[config.mk]
export PLATFORM = sky130hd
export DESIGN_NAME = ibus_xfer_master_flat
export DESIGN_NICKNAME = d
export VERILOG_FILES = /design/src/rtl/ibus_xfer_master_if.sv /design/src/rtl/ibus_xfer_master.sv /design/src/flat_wrapper.sv
export SDC_FILE = /design/constraint.sdc
export NUM_CORES = 1
export LEC_CHECK = 0
export BUFFER_PORTS_ARGS = -buffer_cell sky130_fd_sc_hd__buf_2
export CORE_AREA = 2 2 132 134
export CTS_CLUSTER_SIZE = 25
export DETAILED_ROUTE_END_ITERATION = 6
export DIE_AREA = 0 0 134 136
export GPL_TIMING_DRIVEN = 0
export PLACE_DENSITY = 0.76
export SKIP_CTS_REPAIR_TIMING = 1
export SYNTH_ARGS = -nofsm -noshare
export SYNTH_HDL_FRONTEND = slang
export SYNTH_SLANG_ARGS = --single-unit
[constraint.sdc]
create_clock -name CLK -period 3.1 [get_ports CLK]
set_clock_uncertainty 0.2 [all_clocks]
set_input_delay 0.155 -clock CLK [delete_from_list [all_inputs] [get_ports CLK]]
set_output_delay 0.155 -clock CLK [all_outputs]
set_load 0.05 [all_outputs]
[src/rtl/ibus_xfer_master_if.sv]
// IBUS initiator/target signal bundle: the master drives address, data, enables and request,
// and the slave answers with read data and a wait (busy) indication.
interface ibus_xfer_master_if;
  logic [31:0] IBUS_A;
  logic [31:0] IBUS_DO;
  logic [31:0] IBUS_DI;
  logic [3:0]  IBUS_BA;
  logic        IBUS_WE;
  logic        IBUS_REQ;
  logic        IBUS_BUSY;

  modport master (
    output IBUS_A, IBUS_DO, IBUS_BA, IBUS_WE, IBUS_REQ,
    input  IBUS_DI, IBUS_BUSY
  );

  modport slave (
    input  IBUS_A, IBUS_DO, IBUS_BA, IBUS_WE, IBUS_REQ,
    output IBUS_DI, IBUS_BUSY
  );
endinterface

[src/rtl/ibus_xfer_master.sv]
// IBUS block copier: one read then one write phase per longword; IRQ/vector latch built only with `IBUS_XFER_IRQ_EN.
// Start->REQ 1 CE_R cycle, 2 cycles/element plus 1 per IBUS_BUSY cycle; registered bus outputs hold while busy.
module ibus_xfer_master #(
  parameter logic [7:0] VEC_RESET = 8'h00
) (
  input  logic        CLK,
  input  logic        RST,
  input  logic        CE_R,
  input  logic        CE_F,
  input  logic [31:0] CMD_SRC,
  input  logic [31:0] CMD_DST,
  input  logic [15:0] CMD_CNT,
  input  logic        CMD_SINC,
  input  logic        CMD_DINC,
  input  logic [7:0]  CMD_VEC,
  input  logic        CMD_START,
  input  logic        CMD_ABORT,
  ibus_xfer_master_if.master ibus,
  output logic        ACTIVE,
  output logic        DONE,
  output logic        ABORTED,
  output logic [15:0] REMAIN,
  output logic        IRQ,
  output logic [7:0]  VEC
);

  typedef enum logic [1:0] {ST_IDLE, ST_RD, ST_WR, ST_FIN} state_t;

  state_t      state_q, state_d;
  logic [31:0] src_q, src_d, dst_q, dst_d, a_q, a_d, do_q, do_d;
  logic [15:0] rem_q, rem_d;
  logic        sinc_q, sinc_d, dinc_q, dinc_d, abort_q, abort_d;
  logic        done_q, done_d, aborted_q, aborted_d, req_q, req_d, we_q, we_d;
  logic        start_ok, abort_pend;
  logic        ce_f_unused;

  assign ce_f_unused = CE_F;

  always_comb begin
    state_d    = state_q;
    src_d      = src_q;
    dst_d      = dst_q;
    rem_d      = rem_q;
    sinc_d     = sinc_q;
    dinc_d     = dinc_q;
    abort_d    = abort_q;
    done_d     = done_q;
    aborted_d  = aborted_q;
    a_d        = a_q;
    do_d       = do_q;
    start_ok   = 1'b0;
    abort_pend = abort_q | CMD_ABORT;
    if (CE_R) begin
      case (state_q)
        ST_IDLE: begin
          if (CMD_START) begin
            start_ok  = 1'b1;
            src_d     = CMD_SRC;
            dst_d     = CMD_DST;
            rem_d     = CMD_CNT;
            sinc_d    = CMD_SINC;
            dinc_d    = CMD_DINC;
            done_d    = 1'b0;
            aborted_d = 1'b0;
            abort_d   = 1'b0;
            state_d   = (CMD_CNT == 16'd0) ? ST_FIN : ST_RD;
          end
        end
        ST_RD: begin
          abort_d = abort_pend;
          if (!ibus.IBUS_BUSY) begin
            if (sinc_q) src_d = src_q + 32'd4;
            // A pending abort drops the just-read word instead of writing it.
            if (abort_pend) begin
              state_d = ST_FIN;
            end else begin
              do_d    = ibus.IBUS_DI;
              state_d = ST_WR;
            end
          end
        end
        ST_WR: begin
          abort_d = abort_pend;
          if (!ibus.IBUS_BUSY) begin
            rem_d = rem_q - 16'd1;
            if (dinc_q) dst_d = dst_q + 32'd4;
            state_d = ((rem_q == 16'd1) || abort_pend) ? ST_FIN : ST_RD;
          end
        end
        default: begin
          done_d    = 1'b1;
          aborted_d = abort_q;
          abort_d   = 1'b0;
          state_d   = ST_IDLE;
        end
      endcase
    end
    // Bus outputs are registered from the state being entered so they are valid on its first cycle.
    req_d = (state_d == ST_RD) || (state_d == ST_WR);
    we_d  = (state_d == ST_WR);
    if (state_d == ST_RD)      a_d = {src_d[31:2], 2'b00};
    else if (state_d == ST_WR) a_d = {dst_d[31:2], 2'b00};
  end

  always_ff @(posedge CLK) begin
    if (RST) begin
      state_q   <= ST_IDLE;
      src_q     <= '0;
      dst_q     <= '0;
      rem_q     <= '0;
      sinc_q    <= 1'b0;
      dinc_q    <= 1'b0;
      abort_q   <= 1'b0;
      done_q    <= 1'b0;
      aborted_q <= 1'b0;
      a_q       <= '0;
      do_q      <= '0;
      req_q     <= 1'b0;
      we_q      <= 1'b0;
    end else begin
      state_q   <= state_d;
      src_q     <= src_d;
      dst_q     <= dst_d;
      rem_q     <= rem_d;
      sinc_q    <= sinc_d;
      dinc_q    <= dinc_d;
      abort_q   <= abort_d;
      done_q    <= done_d;
      aborted_q <= aborted_d;
      a_q       <= a_d;
      do_q      <= do_d;
      req_q     <= req_d;
      we_q      <= we_d;
    end
  end

  assign ibus.IBUS_A   = a_q;
  assign ibus.IBUS_DO  = do_q;
  assign ibus.IBUS_WE  = we_q;
  assign ibus.IBUS_REQ = req_q;
  assign ibus.IBUS_BA  = {4{req_q}};
  assign ACTIVE        = (state_q != ST_IDLE);
  assign DONE          = done_q;
  assign ABORTED       = aborted_q;
  assign REMAIN        = rem_q;

`ifdef IBUS_XFER_IRQ_EN
  logic [7:0] vec_q, vec_d;
  logic       irq_en_q, irq_en_d;

  always_comb begin
    vec_d    = vec_q;
    irq_en_d = irq_en_q;
    if (start_ok) begin
      vec_d    = CMD_VEC;
      irq_en_d = (CMD_VEC != 8'h00);
    end
  end

  always_ff @(posedge CLK) begin
    if (RST) begin
      vec_q    <= VEC_RESET;
      irq_en_q <= 1'b0;
    end else begin
      vec_q    <= vec_d;
      irq_en_q <= irq_en_d;
    end
  end

  assign IRQ = done_q & irq_en_q;
  assign VEC = vec_q;
`else
  logic cmd_vec_unused;
  assign cmd_vec_unused = ^{CMD_VEC, start_ok};
  assign IRQ = 1'b0;
  assign VEC = VEC_RESET;
`endif

endmodule

[src/flat_wrapper.sv]
// flat-port wrapper written by rule: the top's interface ports become plain ports
module ibus_xfer_master_flat 
#(
  parameter logic [7:0] VEC_RESET = 8'h00
)
  (CLK, RST, CE_R, CE_F, CMD_SRC, CMD_DST, CMD_CNT, CMD_SINC, CMD_DINC, CMD_VEC, CMD_START, CMD_ABORT, ACTIVE, DONE, ABORTED, REMAIN, IRQ, VEC, ibus_IBUS_A, ibus_IBUS_DO, ibus_IBUS_BA, ibus_IBUS_WE, ibus_IBUS_REQ, ibus_IBUS_DI, ibus_IBUS_BUSY);
  ibus_xfer_master_if ibus_i ();
  input  logic CLK;
  input  logic RST;
  input  logic CE_R;
  input  logic CE_F;
  input  logic [31:0] CMD_SRC;
  input  logic [31:0] CMD_DST;
  input  logic [15:0] CMD_CNT;
  input  logic CMD_SINC;
  input  logic CMD_DINC;
  input  logic [7:0] CMD_VEC;
  input  logic CMD_START;
  input  logic CMD_ABORT;
  output logic ACTIVE;
  output logic DONE;
  output logic ABORTED;
  output logic [15:0] REMAIN;
  output logic IRQ;
  output logic [7:0] VEC;
  output wire logic [$bits(ibus_i.IBUS_A)-1:0] ibus_IBUS_A;
  output wire logic [$bits(ibus_i.IBUS_DO)-1:0] ibus_IBUS_DO;
  output wire logic [$bits(ibus_i.IBUS_BA)-1:0] ibus_IBUS_BA;
  output wire logic [$bits(ibus_i.IBUS_WE)-1:0] ibus_IBUS_WE;
  output wire logic [$bits(ibus_i.IBUS_REQ)-1:0] ibus_IBUS_REQ;
  input wire logic [$bits(ibus_i.IBUS_DI)-1:0] ibus_IBUS_DI;
  input wire logic [$bits(ibus_i.IBUS_BUSY)-1:0] ibus_IBUS_BUSY;
  assign ibus_IBUS_A = ibus_i.IBUS_A;
  assign ibus_IBUS_DO = ibus_i.IBUS_DO;
  assign ibus_IBUS_BA = ibus_i.IBUS_BA;
  assign ibus_IBUS_WE = ibus_i.IBUS_WE;
  assign ibus_IBUS_REQ = ibus_i.IBUS_REQ;
  assign ibus_i.IBUS_DI = ibus_IBUS_DI;
  assign ibus_i.IBUS_BUSY = ibus_IBUS_BUSY;
  ibus_xfer_master #(.VEC_RESET(VEC_RESET)) u_core (.CLK(CLK), .RST(RST), .CE_R(CE_R), .CE_F(CE_F), .CMD_SRC(CMD_SRC), .CMD_DST(CMD_DST), .CMD_CNT(CMD_CNT), .CMD_SINC(CMD_SINC), .CMD_DINC(CMD_DINC), .CMD_VEC(CMD_VEC), .CMD_START(CMD_START), .CMD_ABORT(CMD_ABORT), .ibus(ibus_i), .ACTIVE(ACTIVE), .DONE(DONE), .ABORTED(ABORTED), .REMAIN(REMAIN), .IRQ(IRQ), .VEC(VEC));
endmodule
After elaboration in Yosys (flattened, before gate mapping)
Index checks and enable logic that the tools add are counted.
{"block": "word_totals", "inputBits": 129, "output_inout_bits": 98, "reg_bits": 151, "elab_cells": 75}
{"block": "op_classes", "bitwise": 4, "eq_ne": 10, "add_sub_neg": 3, "mux": 27, "reduce_logical": 16}
{"cell": "32-bit 2-to-1 mux", "n": 10}
{"cell": "32-bit case mux with 2 select lines", "n": 2}
{"cell": "32-bit by 3-bit adder with 32-bit output (second input constant)", "n": 2}
{"cell": "16-bit 2-to-1 mux", "n": 2}
{"cell": "16-bit case mux with 2 select lines", "n": 1}
{"cell": "16-bit by 1-bit equality test with 1-bit output (second input constant)", "n": 1}
{"cell": "16-bit zero test", "n": 1}
{"cell": "16-bit by 1-bit subtractor with 16-bit output (second input constant)", "n": 1}
{"cell": "2-bit 2-to-1 mux", "n": 6}
{"cell": "5-bit AND reduction", "n": 2}
{"cell": "4-bit AND reduction", "n": 2}
{"cell": "2-bit nonzero test", "n": 4}
{"cell": "2-bit != test (second input constant)", "n": 3}
{"cell": "1-bit case mux with 2 select lines", "n": 3}
{"cell": "2-bit case mux with 3 select lines", "n": 1}
{"cell": "3-bit AND reduction", "n": 2}
{"cell": "2-bit by 1-bit equality test with 1-bit output (second input constant)", "n": 2}
{"cell": "2-bit equality test (second input constant)", "n": 2}
{"cell": "2-bit by 1-bit != test with 1-bit output (second input constant)", "n": 2}
{"cell": "1-bit NOT", "n": 3}
{"cell": "2-bit zero test", "n": 1}
{"cell": "1-bit logical OR", "n": 2}
{"cell": "1-bit 2-to-1 mux", "n": 2}
{"cell": "2-bit AND reduction", "n": 1}
{"cell": "2 further kinds", "n": 2}

Longest topological paths before layout
{"block": "logic_depth", "ltp_word": 9, "ltp_mapped": 13, "depth_no_buf": 12}

Worst setup path before layout
Ideal clock, no wire load.
{"block": "synth_path", "path_type": "register to register", "startpoint": "register u_core.rem_q[3] (netlist: u_core.REMAIN[3])", "endpoint": "register u_core.a_q[10] (netlist: u_core.ibus.IBUS_A[10])", "setup_ps": 83, "t_required_ps": 2817, "arrival_time_ps": 2927, "path_slack_ps": -110, "path_buffers": 2, "stages_incl_launch_ff": 12, "path_cell_list": "dfxtp_1 nor4_1 nand4_1 o21ai_0 a211oi_1 a221oi_1 inv_1 ha_1 clkbuf_1 or3_1 clkbuf_1 o221ai_1"}
{"block": "synth_via", "elab_chain_len": 8, "word_cells_on_any_way": 10, "classes_between": "eq/ne: 3; mux: 5; reduce/logical: 2"}
{"element": "start: declaration", "line_no": "ibus_xfer_master.sv:31", "source": "logic [15:0] rem_q, rem_d;"}
{"element": "start signal: assignment", "line_no": "ibus_xfer_master.sv:124", "source": "rem_q <= rem_d;"}
{"element": "16-bit by 1-bit equality test with 1-bit output (*)", "line_no": "ibus_xfer_master.sv:87", "source": "state_d = ((rem_q == 16'd1) || abort_pend) ? ST_FIN : ST_RD;"}
{"element": "1-bit logical OR (*)", "line_no": "ibus_xfer_master.sv:87"}
{"element": "2-bit 2-to-1 mux (*)", "line_no": "ibus_xfer_master.sv:87"}
{"element": "2-bit 2-to-1 mux (*)", "line_no": "ibus_xfer_master.sv:84", "source": "if (!ibus.IBUS_BUSY) begin"}
{"element": "2-bit case mux with 3 select lines (*)", "line_no": "ibus_xfer_master.sv:54", "source": "case (state_q)"}
{"element": "2-bit 2-to-1 mux (*)", "line_no": "ibus_xfer_master.sv:53", "source": "if (CE_R) begin"}
{"element": "via u_core.state_d[1]", "line_no": "ibus_xfer_master.sv:29", "source": "state_t state_q, state_d;"}
{"element": "2-bit by 1-bit equality test with 1-bit output / 2-bit equality test (equally long branches)", "line_no": "ibus_xfer_master.sv:101, ibus_xfer_master.sv:102"}
{"element": "32-bit 2-to-1 mux / 2-bit nonzero test (equally long branches)"}
{"element": "end signal: assignment", "line_no": "ibus_xfer_master.sv:116", "source": "a_q <= '0;"}
{"element": "end signal: assignment", "line_no": "ibus_xfer_master.sv:130", "source": "a_q <= a_d;"}
{"element": "end: declaration", "line_no": "ibus_xfer_master.sv:30", "source": "logic [31:0] src_q, src_d, dst_q, dst_d, a_q, a_d, do_q, do_d;"}
The timed path passes the listed nets; every way through them passes the cells marked *.
A chain may end at the register's enable or synchronous reset.

Worst setup path after layout
{"block": "layout_path", "startpoint": "register u_core.state_q[1]", "endpoint": "register u_core.a_q[23] (netlist: u_core.ibus.IBUS_A[23])"}
{"block": "layout_via", "elab_chain_len": 5, "word_cells_on_any_way": 17, "classes_between": "eq/ne: 4; mux: 11; reduce/logical: 2"}
{"element": "start: declaration", "line_no": "ibus_xfer_master.sv:29"}
{"element": "start signal: assignment", "line_no": "ibus_xfer_master.sv:121", "source": "state_q <= state_d;"}
{"element": "2-bit equality test, or another cell as far along", "line_no": "ibus_xfer_master.sv:54"}
{"element": "2-bit case mux with 3 select lines", "line_no": "ibus_xfer_master.sv:54"}
{"element": "2-bit 2-to-1 mux (*)", "line_no": "ibus_xfer_master.sv:53"}
{"element": "via u_core.state_d[1]", "line_no": "ibus_xfer_master.sv:29"}
{"element": "2-bit by 1-bit equality test with 1-bit output / 2-bit equality test (equally long branches)", "line_no": "ibus_xfer_master.sv:101, ibus_xfer_master.sv:102"}
{"element": "32-bit 2-to-1 mux / 2-bit nonzero test (equally long branches)"}
The timed path passes the listed nets; every way through them passes the cells marked *. The select of a mux whose other input is x is not followed.

==> results.cfg <==
[global_routing]
antenna_found_initial = 1
grt_pass1_vias = 7927
grt_pass1_wl_mm = 42.2
grt_usage_pct = 29.5
grt_overflow = 0
grt_max_degree = 17

[status]
violations = hold timing, setup timing
outcome = finished with violations

[die]
rows = 48
die_h_um = 136
initial_utilization_pct = 46.9
dieArea_um2 = 18200
io-pin-count = 227
core-area_um2 = 16900
die_width_um = 134

[logic_synthesis]
syn-cell-area_um2 = 7910
synth.most_common_cell = nand2_1
synth_flop_cell = dfxtp_1
synth_edf_count = 0
syn_area_per_cell_um2 = 7.83
yosys.area.top_type = dfxtp_1
ys_seq_area_share_pct = 37.2
syn_inst = 1011
synthDistinctLibCells = 69
ys_warn_count = 0
synth_top_cells_by_area = dfxtp_1 37%, nand2_1 7.0%, nor2_1 4.8%, a21oi_1 4.6%, clkbuf_1 3.2%
synth_top_area_share_pct = 37.2
synth-async-reset-ratio_pct = 0
synth-seq-cells = 147
synthTopCellsByCount = 148 x nand2_1, 147 x dfxtp_1, 102 x nor2_1

[timing]
fin_crit_ns = 3.11
setup_violations = 1
hold_slack_ns = -0.0512
slew_violations = 0
max_freq_ghz = 0.321
tightest_slew_ns = 0.875
setup_ws_ns = -0.0110
timing.final.hold_violations = 7
relSlewSlack_pct = 41.7
post-route-period-util_pct = 100

[final_layout]
utilization_pct = 65.0
drive_gt1_share_pct = 23.3
nNetsFinal = 1476
fin_cells = 1576
area_growth_pct = 38.6
n_fill_cell = 1393
fin_area_um2 = 11000

[route]
vias = 9484
drtIter0Drc = 1277
wl_mm = 29.6
post_drt_wl_per_cell_um = 18.8
drc_errors = 0
ant_nets = 0
vias_per_cell = 6.02
firstDrtPassIters = 7

[clock_network]
clockBufferDepth = 2
cts_sinks = 147
clk_pin_slew_ns = 0.07
cts-root-buf = clkbuf_16
cts_tree = yes
htree_levels = 4
numCtsBuffers = 17
worstSkewPairLatency_ns = 0.43

[placement]
globalplace.congestion = 0.919
dp_hpwl_mm = 20.6
portBuffers = 202
dpl_cell_area_um2 = 9260
dp.cells = 1448

[power_and_ir_drop]
power_density_nw_per_um2 = 501
combPwrFrac_pct = 22.3
p_leak_nw = 4.44
internal_power_mw = 3.75
p_switching_mw = 1.74
p_clk_share_pct = 39.4
seqPwrFrac_pct = 38.2
p_sw_share_pct = 31.7
vdd_drop_max_mv = 0.443

[hold_path]
hold_path.class = in -> reg

[run]
drv_cap = 0

[setup_path]
crit_path_max_incr_delay_ns = 0.42
path_max_fanout = 10
cp_cell_sequence = inv_2 > ha_4 > buf_8 > nand3_1 > o2bb2ai_2 > o21ai_1 > a221oi_2 > buf_4 > ha_2 > or3_4 > buf_4 > o221ai_1
required_ns = 3.22
worst_setup_path_end_kind = flip-flop
crit_family = compound AO/OA/AOI/OAI gates
cpMostUsedCell = buf_4
crit_path_top_delay_cell = a221oi_2
path_class = reg -> reg
crit_arrival_ns = 3.24
start_kind = flip-flop
path_buf_inv = 4
==> placed cells by master, fill, tap and decap left out, types with 26 or more instances in the layout <==
cell           count
buf_2            209
nand2_1          147
dfxtp_1          146
nor2_1           102
dlygate4sd3_1     89
a21oi_1           73
clkbuf_1          51
nand3_1           27
nor3_1            26
nand3b_1          26
o21ai_0           26
buf_4             26
==> worst reg2reg max path, stage by stage (launching register included) <==
cell and delay [ns]:
dfxtp_2 0.35, inv_2 0.10, ha_4 0.17, buf_8 0.14, nand3_1 0.09, o2bb2ai_2 0.16
o21ai_1 0.09, a221oi_2 0.42, buf_4 0.18, ha_2 0.29, or3_4 0.41, buf_4 0.19
o221ai_1 0.22
==> routing by layer <==
metal / track usage, % / routed length, um / vias up
li1: - / - / 4351
met1: 39.0 / 11700 / 4453
met2: 46.1 / 13800 / 599
met3: 8.02 / 3290 / 81
met4: 10.8 / 845 / 0
met5: 0 / 0 / -
==> power groups by stage <==
stage	Combinational (mW)	Sequential (mW)	Clock, mW
floorplan	0.555	2.29	0
global placement	1.05	2.13	0
detailed placement	1.06	2.13	0
CTS	1.07	2.09	2.16
global route	1.30	2.11	2.25
finish	1.23	2.10	2.16
==> cell type report <==
| type | count | area (um^2) | share of cell area (%) |
|---|---|---|---|
| well taps | 225 | 282 | 2.57 |
| diodes | 1 | 2.50 | 0.0228 |
| repair buffers | 298 | 1950 | 17.8 |
| inverters | 22 | 82.6 | 0.753 |
| clock buffers | 20 | 457 | 4.17 |
| multi-input cells | 761 | 4630 | 42.2 |
| plain buffers | 90 | 462 | 4.21 |
| flip-flops and latches | 147 | 2940 | 26.9 |
| clock inverters | 12 | 154 | 1.40 |
==> registers in the layout, summed over array words and instances (netlist names) <==
signal	cells
u_core.dinc_q	1
u_core.state_q	2
u_core.ibus.IBUS_REQ	1
u_core.abort_q	1
u_core.src_q	30
u_core.ibus.IBUS_DO	32
u_core.dst_q	30
u_core.sinc_q	1
u_core.DONE	1
u_core.REMAIN	16
u_core.ibus.IBUS_WE	1
u_core.ibus.IBUS_A	30
u_core.ABORTED	1
==> kinds of logic (layout without fill, tap and decap cells) <==
family / count (synthesis) / after routing / synth area share (%)
other cells: 1 / 12 / 0.0474
flops: 147 / 147 / 37.2
fa+ha+maj: 10 / 10 / 1.58
buf+inv: 113 / 442 / 6.23
mux: 25 / 25 / 3.35
simple gates: 436 / 436 / 27.0
xor+xnor: 11 / 11 / 1.22
compound gates: 268 / 268 / 23.4
==> through the flow <==
stage | power [mW] | TNS, ns | setup WS [ns] | hold slack, ns
floorplan | 2.84 | 0 | 0.0210 | 0.0910
global placement | 3.18 | -22.10 | -0.666 | 0.193
detailed placement | 3.19 | -21.31 | -0.677 | 0.198
CTS | 5.32 | -24.99 | -0.765 | -0.247
global route | 5.65 | -0.535 | -0.105 | -0.00409
finish | 5.49 | -0.0110 | -0.0110 | -0.0512
==> path summary, 6_finish.rpt <==
| kind | from | to | slack (ns) | cells after the start |
|---|---|---|---|---|
| max | u_core.state_q[1]$_SDFF_PP0_ | u_core.ibus.IBUS_A[23]$_SDFFE_PP0P_ | -0.01 | 12 |
| min reg2reg | u_core.ibus.IBUS_DO[28]$_SDFFE_PP0P_ | u_core.ibus.IBUS_DO[28]$_SDFFE_PP0P_ | 0.25 | 2 |
| max reg2reg | u_core.state_q[1]$_SDFF_PP0_ | u_core.ibus.IBUS_A[23]$_SDFFE_PP0P_ | -0.01 | 12 |
| min | CMD_SRC[23] | u_core.src_q[23]$_SDFF_PP0_ | -0.05 | 4 |
Note: power is estimated with default switching activity, not from simulation.
